==> config.mk <==
export PLATFORM = sky130hd
export DESIGN_NAME = fifo_wr_arbiter
export DESIGN_NICKNAME = d
export VERILOG_FILES = /design/src/rtl/fifo_arb_pkg.sv /design/src/rtl/fifo_wr_arbiter_rr_pick.sv /design/src/rtl/fifo_wr_arbiter.sv
export SDC_FILE = /design/constraint.sdc
export NUM_CORES = 1
export LEC_CHECK = 0
export CAP_MARGIN = 40
export CORE_MARGIN = 2
export CORE_UTILIZATION = 37
export CTS_BUF_LIST = sky130_fd_sc_hd__clkbuf_8 sky130_fd_sc_hd__clkbuf_16
export CTS_CLUSTER_SIZE = 16
export DETAILED_ROUTE_END_ITERATION = 10
export HOLD_SLACK_MARGIN = 0.1
export MAX_ROUTING_LAYER = met4
export PLACE_DENSITY = 0.87
export SKIP_CTS_REPAIR_TIMING = 1
export SLEW_MARGIN = 25
export SYNTH_ARGS = -nofsm -noshare
export SYNTH_HDL_FRONTEND = slang
export SYNTH_SLANG_ARGS = --single-unit
==> constraint.sdc <==
create_clock -name clk -period 2.7 [get_ports clk]
set_clock_uncertainty 0.2 [all_clocks]
set_input_delay 0.54 -clock clk [delete_from_list [all_inputs] [get_ports clk]]
set_output_delay 0.54 -clock clk [all_outputs]
set_load 0.1 [all_outputs]
==> src/rtl/fifo_arb_pkg.sv <==
// Shared types and constants for the FIFO write-port arbiter and its round-robin picker.
package fifo_arb_pkg;

  typedef enum logic [0:0] {
    ST_IDLE  = 1'b0,
    ST_BURST = 1'b1
  } arb_state_t;

  localparam int DEF_DW    = 8;
  localparam int DEF_NREQ  = 4;
  localparam int DEF_BURST = 4;
  localparam int MAX_NREQ  = 8;
  localparam int MAX_BURST = 15;

  function automatic logic [MAX_NREQ-1:0] onehot(input logic [2:0] idx);
    return MAX_NREQ'(1) << idx;
  endfunction

endpackage

==> src/rtl/fifo_wr_arbiter_rr_pick.sv <==
// Combinational round-robin picker: first requester above the last owner, wrapping modulo NREQ.
module rr_pick
  import fifo_arb_pkg::*;
#(
  parameter int NREQ = DEF_NREQ
) (
  input  logic [NREQ-1:0]         req,
  input  logic [$clog2(NREQ)-1:0] last,
  output logic [$clog2(NREQ)-1:0] winner,
  output logic                    valid
);

  localparam int OW = $clog2(NREQ);

  int          idx;
  logic [OW-1:0] sel;

  // Explicit wrap compare keeps non-power-of-2 NREQ from aliasing onto absent requesters.
  always_comb begin
    winner = last;
    valid  = 1'b0;
    idx    = 0;
    sel    = '0;
    for (int k = 1; k <= NREQ; k++) begin
      idx = int'(last) + k;
      if (idx >= NREQ) idx = idx - NREQ;
      sel = OW'(idx);
      if (!valid && req[sel]) begin
        valid  = 1'b1;
        winner = sel;
      end
    end
  end

endmodule

==> src/rtl/fifo_wr_arbiter.sv <==
// Round-robin arbiter sharing one FIFO write port between NREQ producers in bursts of up to BURST beats.
module fifo_wr_arbiter
  import fifo_arb_pkg::*;
#(
  parameter int DW    = DEF_DW,
  parameter int NREQ  = DEF_NREQ,
  parameter int BURST = DEF_BURST
) (
  input  logic                    clk,
  input  logic                    rst,
  input  logic [NREQ-1:0]         req,
  input  logic [NREQ*DW-1:0]      req_data,
  input  logic                    fifo_full,
  input  logic                    fifo_almost_full,
  output logic [NREQ-1:0]         gnt,
  output logic                    fifo_wr,
  output logic [DW-1:0]           fifo_din,
  output logic [$clog2(NREQ)-1:0] owner,
  output logic                    busy
);

  localparam int         OW        = $clog2(NREQ);
  localparam logic [3:0] LAST_BEAT = 4'(BURST - 1);

  if (NREQ < 2 || NREQ > MAX_NREQ) begin : g_bad_nreq
    $error("fifo_wr_arbiter: NREQ must be in 2..8");
  end
  if (BURST < 1 || BURST > MAX_BURST) begin : g_bad_burst
    $error("fifo_wr_arbiter: BURST must be in 1..15");
  end

  arb_state_t    state;
  logic [3:0]    beat;
  logic [DW-1:0] din_hold;
  logic [DW-1:0] cur_data;
  logic [OW-1:0] pick_idx;
  logic          pick_vld;
  logic          beat_ok;
  logic          end_burst;

  rr_pick #(
    .NREQ (NREQ)
  ) u_pick (
    .req    (req),
    .last   (owner),
    .winner (pick_idx),
    .valid  (pick_vld)
  );

  assign cur_data  = req_data[owner*DW +: DW];
  assign busy      = (state == ST_BURST);

  // FULL has priority over everything: a full FIFO stalls the beat even if ALMOST_FULL is also set.
  assign beat_ok   = busy && req[owner] && !fifo_full;
  assign end_burst = (beat == LAST_BEAT) || fifo_almost_full;

  assign gnt       = beat_ok ? NREQ'(onehot(3'(owner))) : '0;
  assign fifo_wr   = beat_ok;
  assign fifo_din  = beat_ok ? cur_data : din_hold;

  always_ff @(posedge clk or posedge rst) begin
    if (rst) begin
      state    <= ST_IDLE;
      owner    <= OW'(NREQ - 1);
      beat     <= '0;
      din_hold <= '0;
    end else begin
      unique case (state)
        ST_IDLE: begin
          if (pick_vld) begin
            owner <= pick_idx;
            beat  <= '0;
            state <= ST_BURST;
          end
        end
        ST_BURST: begin
          // A dropped request ends the burst without a write; owner is kept so rotation continues.
          if (!req[owner]) begin
            state <= ST_IDLE;
          end else if (!fifo_full) begin
            din_hold <= cur_data;
            if (end_burst) begin
              beat  <= '0;
              state <= ST_IDLE;
            end else begin
              beat  <= beat + 4'd1;
            end
          end
        end
        default: state <= ST_IDLE;
      endcase
    end
  end

endmodule
Word-level counts from Yosys, hierarchy flattened
Index checks and enable logic that the tools add are counted.
- bits in registers: 15
- bits of input ports: 40
- output and inout port bits: 16
- logic and storage cells: 78
- $add $sub $neg: 9
- order comparisons: 9
- eq/ne operators: 4
- shift operators: 2
- muxes and demuxes: 34
- bitwise operators: 2
- reductions and logical operators: 14
- operator list (operator ; number):
    32-bit by 6-bit indexed part select with 8-bit output ; 1
    4-bit 2-to-1 mux ; 5
    2-bit 2-to-1 mux ; 8
    2-bit by 3-bit < comparator with 1-bit output, second input constant ; 5
    1-bit 2-to-1 mux ; 13
    1-bit binary-select mux with 2-bit select ; 5
    3-bit greater-or-equal comparator, second input constant ; 3
    3-bit AND reduction ; 3
    8-bit 2-to-1 mux ; 1
    4-bit one-hot mux with 2 select lines ; 1
    2-bit by 1-bit subtractor with 2-bit output, second input constant ; 4
    2-bit by 2-bit adder with 3-bit output, second input constant ; 2
    1-bit logical AND ; 5
    2-bit by 3-bit adder with 4-bit output, second input constant ; 1
    4-bit by 1-bit adder with 4-bit output, second input constant ; 1
    4-bit by 2-bit equality test with 1-bit output, second input constant ; 1
    4-bit by 3-bit greater-or-equal comparator with 1-bit output, second input constant ; 1
    1-bit logical NOT ; 4
    2-bit inequality test, second input constant ; 2
    4-bit nonzero test ; 1
    1-bit by 2-bit left shift with 4-bit output, first input constant ; 1
    2-bit by 1-bit adder with 3-bit output, second input constant ; 1
    2-bit by 1-bit inequality test with 1-bit output, second input constant ; 1
    1-bit NOT ; 2
    other kinds (2) ; 2

Longest topological paths before layout
Gate-level depths: netlist of the first run.
- depth in word-level cells: 17
- gate-level depth with buffers: 9
- mapped depth without buffers: 6

Cells and area by module
Synthesis of the first run repeated with hierarchy kept, for this count alone.
- cell total of the unflattened synthesis: 90
- area total of the unflattened synthesis: 1134.8 um^2
- modules (own cells, without submodules) (module ; instances ; cells an instance ; area each (um^2) ; sequential area each (um^2)):
    fifo_wr_arbiter ; 1 ; 76 ; 1052.3 ; 377.9
    rr_pick ; 1 ; 14 ; 82.6 ; 0.0

Worst setup path after synthesis of the first run
No wires, ideal clock.
- path type: reg2out
- from: register owner[0]
- to: output fifo_din[0]
- arrival: 2.647 ns
- data required time: 1.960 ns
- path slack: -0.687 ns
- cell stages (with the launch flop): 8
- buffers on the path: 2
- path through: dfstp_2 buf_6 mux4_2 nand3b_4 inv_2 buf_6 nand2_1 nand2_1
- cells in the longest elaborated chain, start to end: 5
- elaborated cells on any way between the ends: 6
- classes of those cells: shift (1); mux (3); reduce/logical (2)
- ends and longest elaborated chain (item ; RTL line ; source):
    start: declaration ; fifo_wr_arbiter.sv:18 ; output logic [$clog2(NREQ)-1:0] owner,
    start signal: assignment ; fifo_wr_arbiter.sv:64 ; owner <= OW'(NREQ - 1);
    start signal: assignment ; fifo_wr_arbiter.sv:71 ; owner <= pick_idx;
    1-bit binary-select mux with 2-bit select ; fifo_wr_arbiter.sv:54 ; assign beat_ok = busy && req[owner] && !fifo_full;
    1-bit 2-to-1 mux (not written as such) ; fifo_wr_arbiter.sv:54 ;
    1-bit logical AND (2 in series) ; fifo_wr_arbiter.sv:54 ;
    named net fifo_wr ; fifo_wr_arbiter.sv:16 ; output logic fifo_wr,
    8-bit 2-to-1 mux ; fifo_wr_arbiter.sv:59 ; assign fifo_din = beat_ok ? cur_data : din_hold;
    end: declaration ; fifo_wr_arbiter.sv:17 ; output logic [DW-1:0] fifo_din,
The timed path passes the listed nets, and every way through them passes these cells. The select of a mux whose other input is x is not followed.

Final worst setup path of the first run
- from: register owner[0]
- to: output gnt[3]
- cells in the longest elaborated chain, start to end: 5
- elaborated cells on any way between the ends: 6
- classes of those cells: shift (1); mux (3); reduce/logical (2)
- ends and longest elaborated chain (item ; RTL line ; source):
    1-bit binary-select mux with 2-bit select ; fifo_wr_arbiter.sv:54 ;
    1-bit 2-to-1 mux (not written as such) ; fifo_wr_arbiter.sv:54 ;
    1-bit logical AND (2 in series) ; fifo_wr_arbiter.sv:54 ;
    4-bit 2-to-1 mux (*) ; fifo_wr_arbiter.sv:57 ; assign gnt = beat_ok ? NREQ'(onehot(3'(owner))) : '0;
    end: declaration ; fifo_wr_arbiter.sv:15 ; output logic [NREQ-1:0] gnt,
Mark *: on every way between the ends. The rest lies on a longest branch, timed or not. The select of a mux whose other input is x is not followed.

==> results by group, run 1 <==
Outcome
  – Status: complete, but fails checks
  – Failing checks: setup timing

Critical path
  – Crit path DAT: between 2000 and 2500 ps
  – Worst path required time: 1960 ps
  – Setup Crit Path Kind: register to primary output
  – Crit path cell chain: mux4_2 > nand3b_4 > inv_6 > and2_2 > buf_12
  – Max FO, Critical Path: 13
  – Crit end category: primary output
  – CP max-delay cell: dfstp_4
  – Flop2flop setup slack: between 200 and 300 ps
  – Worst R2R Path Depth: 6
  – Reg2Reg Launch Point: owner[0]
  – RR Endpoint: owner[1]
  – Slowest stage delay, CP: 640 ps
  – Setup crit start kind: register
  – Setup crit end: gnt[3]
  – Setup crit start: owner[0]

STA
  – PnR worst setup slack: -159 ps
  – Minimum clock period: around 2900 ps
  – Final hold vios: 0
  – RSZ-0062 raised after global routing: true
  – Fin Hold WS: roughly 340 ps
  – Max Freq: about 350 MHz
  – Slew @ Worst Pin: 685 ps
  – Share of the cycle needed by the critical path after routing: 1.06
  – Slew Limit Fails: 0
  – Headroom to the max-slew limit: 0.540
  – Setup violations, final: 13

Routing
  – Drt total wl: 4200 um
  – Vias per std cell: 5.52
  – Drt pass-1 iters: 4
  – # DRC: 0
  – ANT nets after route: 0
  – Wirelength per Cell: roughly 18 um
  – Vias: 1308
  – DRT iter0 DRCs: 75

Pwr
  – Pwr/cell area: around 1400 nW/um^2
  – Max VDD drop: approximately 0.75 mV
  – Static Leak: around 0.0011 uW

Floorplan
  – IO Pins: 56
  – Rows: 20
  – Die span in y: 60.7 um
  – Die Span X: between 60 and 70 um
  – Core Box Area: roughly 3100 sq um
  – Initial Util: 0.389
  – Die area: between 3000 and 4000 sq um

Final layout
  – Antenna diode count: 0
  – Non-Filler Instances: between 200 and 250
  – Share of cells above drive strength 1: 0.435
  – Final Net Count: 239
  – Fillers: roughly 200
  – P&R area growth vs syn: 101%

GRT
  – Initial antenna violation count: 0
  – Vias in the first global route: approximately 1300
  – Largest net degree at the start of global routing: 16
  – First-pass GRT wire length: 5690 um
  – GRT Resource Usage Total: 0.217
  – Congestion Overflow GR: 0

Placement
  – Routability cong.: 0.906
  – Post-DP HPWL: 3050 um
  – IO buf count: 55
  – Inst Count DP: between 200 and 250

Synth
  – Synthesis-stage register bit count: 15
  – Distinct cells, synth: 34
  – Fraction of registers with async set or reset after synthesis: 1.00
  – Compound-Gate Fraction of Synth Area: 0.0874
  – Synth Cell Area: between 1000 and 1500 sq um
  – Yosys top cell by area: dfrtp_1
  – Commonest cells post-synth: nand2_1, dfrtp_1, mux4_2
  – Most frequent cell after synthesis: nand2_1
  – Synth Area in XOR/XNOR: 0
  – Synth Area per Inst: between 9 and 10 sq um
  – Largest family of logic cells by synthesized area: multiplexers
  – Post-synthesis mux area share: 0.241
  – Main synth FF type: dfrtp_1
  – Number of synthesized flops with an enable pin: 0
  – Register area share after synthesis: 0.318
  – Post-Synth Simple-Gate Area: 0.229
  – Adder-cell share of the synthesized area: 0.0526
  – Synth Instances: about 120
  – Area contributors post-synth: dfrtp_1, mux4_2, nand2_1
  – Total nets after synthesis: 167
  – Top cell type's share of synthesized area: 0.274
  – Yosys warns: 0

Clock network
  – TritonCTS clock tree: yes
  – Root Buffer: clkbuf_8
  – Num CTS Buffers: 3
  – Register clock-pin slew on the reported worst setup and hold paths: 70 ps
  – CTS H-Tree Depth: 1
  – Worst-Skew Late Latency: about 250 ps
  – # clock sinks: 15
  – CTS max path bufs: 2

Min path
  – Hold Path Depth: 2
  – Worst Hold Class: register to register

Run
  – Maxcap violations: 0
-- final cells by class --
class	instances	area (sq um)	share of cell area
timing repair buffer	74	868	0.364
inverter	7	31.3	0.0131
tap	44	55.1	0.0230
multi-input combinational	93	1000	0.420
clock buffer	3	41.3	0.0173
clock inverter	1	5.00	0.00210
sequential	15	385	0.161
-- state kept, by name (all words and copies together), names as in the netlist --
name      cells
owner         2
din_hold      8
beat          4
busy          1
-- kinds of logic (layout without fill, tap and decap cells) --
kind of cell	Yosys count	in the layout
and+or+nand+nor	58	58
muxes	16	16
DFF	15	15
AOI/OAI and AO/OA	14	14
buffers and inverters	14	85
adders and majority gates	5	5
-- cell usage in the layout (no fill, tap or decap), drive strengths merged --
cell type,n
o221ai,1
dfrtp,13
mux2,1
a221oi,2
o22ai,1
mux4,10
nand3b,1
nand2b,1
ha,5
dlymetal6s2s,4
nand2,37
o41ai,1
clkdlybuf4s50,35
buf,34
a22oi,1
clkinv,1
and2,4
o21ai,3
a21o,1
nor2,5
mux2i,5
a211oi,1
inv,7
nor4,1
a21oi,2
o21a,1
dfstp,2
nand3,6
clkbuf,4
nor3,2
nor3b,1
-- power breakdown --
group	leakage [uW]	total [uW]	switching [uW]	internal, uW
logic	0.000899	2630	1590	1040
clock network	0.0000255	192	89.9	102
registers	0.000188	438	104	334
total	0.00111	3260	1780	1480
-- worst min path at each step --
stage / startpoint / endpoint / slack (ps)
after floorplan: rst / beat[0] / 240
after global routing: din_hold[4] / din_hold[4] / 360
after CTS: beat[0] / beat[0] / 330
after detailed placement: beat[0] / beat[0] / 310
after global placement: beat[0] / beat[0] / 290
final: din_hold[4] / din_hold[4] / 340
-- worst max-delay path: cells and delay by family, from the launching register on --
kind / cells / cell delay [ps]
and+or+nand+nor: 2 / 390
buffers and inverters: 2 / 280
muxes: 1 / 540
DFF: 1 / 640
-- metrics by stage --
step                 util  setup TNS [ps]  power (uW)  setup WS, ps  cell area (sq um)
floorplan               -           -1980        2160          -167               1410
global placement    0.730           -1960        2860          -160               2230
detailed placement  0.730           -2500        2920          -211               2230
CTS                 0.745           -2520        3110          -206               2270
global route        0.782           -2220        3380          -207               2390
finish              0.782           -1630        3260          -159               2390
-- per-layer routing --
metal / up-vias / routed length (um) / global-route usage
met2: 77 / 2310 / 0.382
met4: 0 / 107 / 0.0652
li1: 571 / - / -
met5: - / 0 / -
met3: 17 / 275 / 0.0362
met1: 643 / 1510 / 0.251
(Power assumes the default switching activity.)
==> inputs of run 2 (changes only) <==
--- a/config.mk
+++ b/config.mk
@@ -6,7 +6,6 @@
 export NUM_CORES = 1
 export LEC_CHECK = 0
 export CAP_MARGIN = 40
-export CORE_MARGIN = 2
 export CORE_UTILIZATION = 37
 export CTS_BUF_LIST = sky130_fd_sc_hd__clkbuf_8 sky130_fd_sc_hd__clkbuf_16
 export CTS_CLUSTER_SIZE = 16
==> run 2 against run 1 <==
The run still ends with setup timing left. Flip-flop and latch count unchanged. Global-route usage rose by 4.6 points. Cell count is 0.42% higher. Register-to-register slack lost 170 ps. Routed wire length up 8.8%. Sequential share of layout area is 0.34 points lower. Sequential power rose by 9.6%. Via count rose by 0.61%. Largest cell class unchanged. Largest power group unchanged. Highest routed layer unchanged.
==> results by group, run 2 (synthesis results as in run 1) <==
GRT
  – First-pass GRT wire length: 6370 um (+12%)
  – GR Util met1: 0.279 (+0.0279)
  – Vias in the first global route: 1392 (+7.7%)
  – GRT Resource Usage Total: 0.263 (+0.0465)
  – Routing usage on met2: 0.463 (+0.0806)
  – Met3 Usage GRT: 0.0505 (+0.0143)
  – GRT Max-Usage Layer: met2
  – Congestion Overflow GR: 0 (unchanged)
  – Largest net degree at the start of global routing: 16 (unchanged)
  – Initial antenna violation count: 0 (unchanged)

STA
  – PnR worst setup slack: -175 ps (-16.1 ps)
  – Final hold vios: 0 (unchanged)
  – Slew @ Worst Pin: 648 ps (-36.5 ps)
  – Max Freq: 348 MHz (-0.56%)
  – RSZ-0062 raised after global routing: true
  – Minimum clock period: 2880 ps (+16.1 ps)
  – Setup violations, final: 13 (unchanged)
  – Headroom to the max-slew limit: 0.563 (+0.0231)
  – Share of the cycle needed by the critical path after routing: 1.06 (+0.00597)
  – Slew Limit Fails: 0 (unchanged)

Routing
  – Drt total wl: 4570 um (+8.8%)
  – Vias per std cell: 5.53 (+0.19%)
  – # DRC: 0 (unchanged)
  – Wirelength per Cell: 19.2 um (+8.3%)
  – Drt pass-1 iters: 4 (unchanged)
  – ANT nets after route: 0 (unchanged)
  – Vias: 1316 (+0.61%)
  – DRT iter0 DRCs: 48 (-36%)

Final layout
  – P&R area growth vs syn: 105%
  – Max reg flops: 8 (unchanged)
  – Share of cells above drive strength 1: 0.443 (+0.00807)
  – Antenna diode count: 0 (unchanged)
  – Final Net Count: 240 (+0.42%)
  – Commonest non-fill, non-tap cell in the layout: clkdlybuf4s50_1
  – Top Registers: din_hold: 8 flops, beat: 4 flops, owner: 2 flops
  – Most frequent cells in the layout: clkdlybuf4s50_1, buf_4, nand2_8
  – Largest Register: din_hold
  – Fillers: 173 (-11%)

Clock network
  – CTS H-Tree Depth: 1 (unchanged)
  – Register clock-pin slew on the reported worst setup and hold paths: 70 ps (about the same)
  – # clock sinks: 15 (unchanged)
  – TritonCTS clock tree: yes
  – Root Buffer: clkbuf_8
  – CTS max path bufs: 2 (unchanged)
  – Num CTS Buffers: 3 (unchanged)
  – Worst-Skew Late Latency: 260 ps (about the same)

Run
  – Maxcap violations: 0 (unchanged)

Critical path
  – Crit path DAT: 2140 ps (+20 ps)
  – Crit path cell chain: mux4_2 > nand3b_4 > buf_12 > nand2_8 > nand2_8 > buf_12
  – CP bufs+invs: 2 (unchanged)
  – Max FO, Critical Path: 8 (-5)
  – Crit end category: primary output
  – Slowest stage delay, CP: 620 ps (-20 ps)
  – Setup crit start kind: register
  – CP max-delay cell: dfstp_4
  – Setup Crit Path Kind: register to primary output
  – CP Depth: 6 (+1)
  – CP delay by family, top: flip-flops
  – Worst path required time: 1960 ps (about the same)
  – Worst R2R Path Depth: 7 (+1)

Pwr
  – Pwr/cell area: 1390 nW/um^2 (+2.2%)
  – Static Leak: 0.00111 uW (-0.34%)
  – Design Power: 3400 uW (+4.4%)
  – Max VDD drop: 0.853 mV (+14%)

Placement
  – Post-DP HPWL: 3200 um (+4.6%)
  – Pre-CTS setup slack: -212 ps (-1.59 ps)
  – Routability cong.: 0.849 (-6.3%)
  – IO buf count: 55 (unchanged)

Floorplan
  – Core Box Area: 3050 sq um (unchanged)
  – Die Span X: 58.7 um (-3.3%)
  – Die span in y: 58.7 um (-3.3%)
  – Rows: 20 (unchanged)
  – IO Pins: 56 (unchanged)
  – Initial Util: 0.389 (unchanged)
  – Die area: 3440 sq um (-6.5%)

Min path
  – Worst Hold Class: register to register
  – Hold Path Depth: 1 (-1)

Outcome
  – Failing checks: setup timing
  – Status: complete, but fails checks
## run 2: cell count changes in the layout (fill, tap and decap cells not counted)
| cell | delta |
|---|---|
| buf_4 | +2 |
| clkbuf_16 | -1 |
| inv_6 | -1 |
| inv_8 | +1 |
| nand2_4 | -6 |
| nand2_8 | +6 |
| nor4_1 | -1 |
| nor4_2 | +1 |
## run 2: where the power goes
group / switching [uW] / total [uW] / internal (uW) / leakage (uW)
logic: 1630 / 2720 / 1090 / 0.000895
registers: 146 / 480 / 334 / 0.000188
clock network: 91.4 / 194 / 103 / 0.0000255
## run 2: final timing paths
check	from	slack [ps]	to
max	owner[0]	-180	fifo_din[1]
min	beat[0]	340	beat[0]
max reg2reg	owner[0]	120	owner[1]
min reg2reg	beat[0]	340	beat[0]
max in group asynchronous	rst	1400	din_hold[2]
min in group asynchronous	rst	480	din_hold[0]
## run 2: routing by layer
| metal | vias up | wire length [um] |
|---|---|---|
| met3 | 28 | 207 |
| met5 | - | 0 |
| met1 | 639 | 1530 |
| met4 | 0 | 349 |
| met2 | 71 | 2480 |
| li1 | 578 | - |
## run 2: per-stage QoR
step / std cells / setup TNS [ps] / utilization / hold slack, ps / area (sq um)
2_1_floorplan: 122 / -1980 / - / 240 / 1410
3_3_place_gp: 232 / -2070 / 0.730 / 288 / 2230
3_5_place_dp: 232 / -2570 / 0.730 / 304 / 2230
4_1_cts: 236 / -2630 / 0.745 / 317 / 2270
5_1_grt: 238 / -2400 / 0.799 / 365 / 2440
6_report: 238 / -1730 / 0.799 / 338 / 2440
## run 2: cell type report
cell class,instances,area (sq um),area share
clock buffers,3,41.3,0.0169
inverters,7,33.8,0.0138
repair buffers,75,858,0.352
well taps,44,55.1,0.0226
flip-flops and latches,15,385,0.158
clock inverters,1,5.00,0.00205
multi-input cells,93,1060,0.435
==> inputs of run 3 (changes only) <==
--- a/config.mk
+++ b/config.mk
@@ -5,7 +5,7 @@
 export SDC_FILE = /design/constraint.sdc
 export NUM_CORES = 1
 export LEC_CHECK = 0
-export CAP_MARGIN = 40
+export CAP_MARGIN = 10
 export CORE_UTILIZATION = 37
 export CTS_BUF_LIST = sky130_fd_sc_hd__clkbuf_8 sky130_fd_sc_hd__clkbuf_16
 export CTS_CLUSTER_SIZE = 16
==> results of run 3 <==
Same layout as run 2: the final DEF is identical, and so are final timing and power.
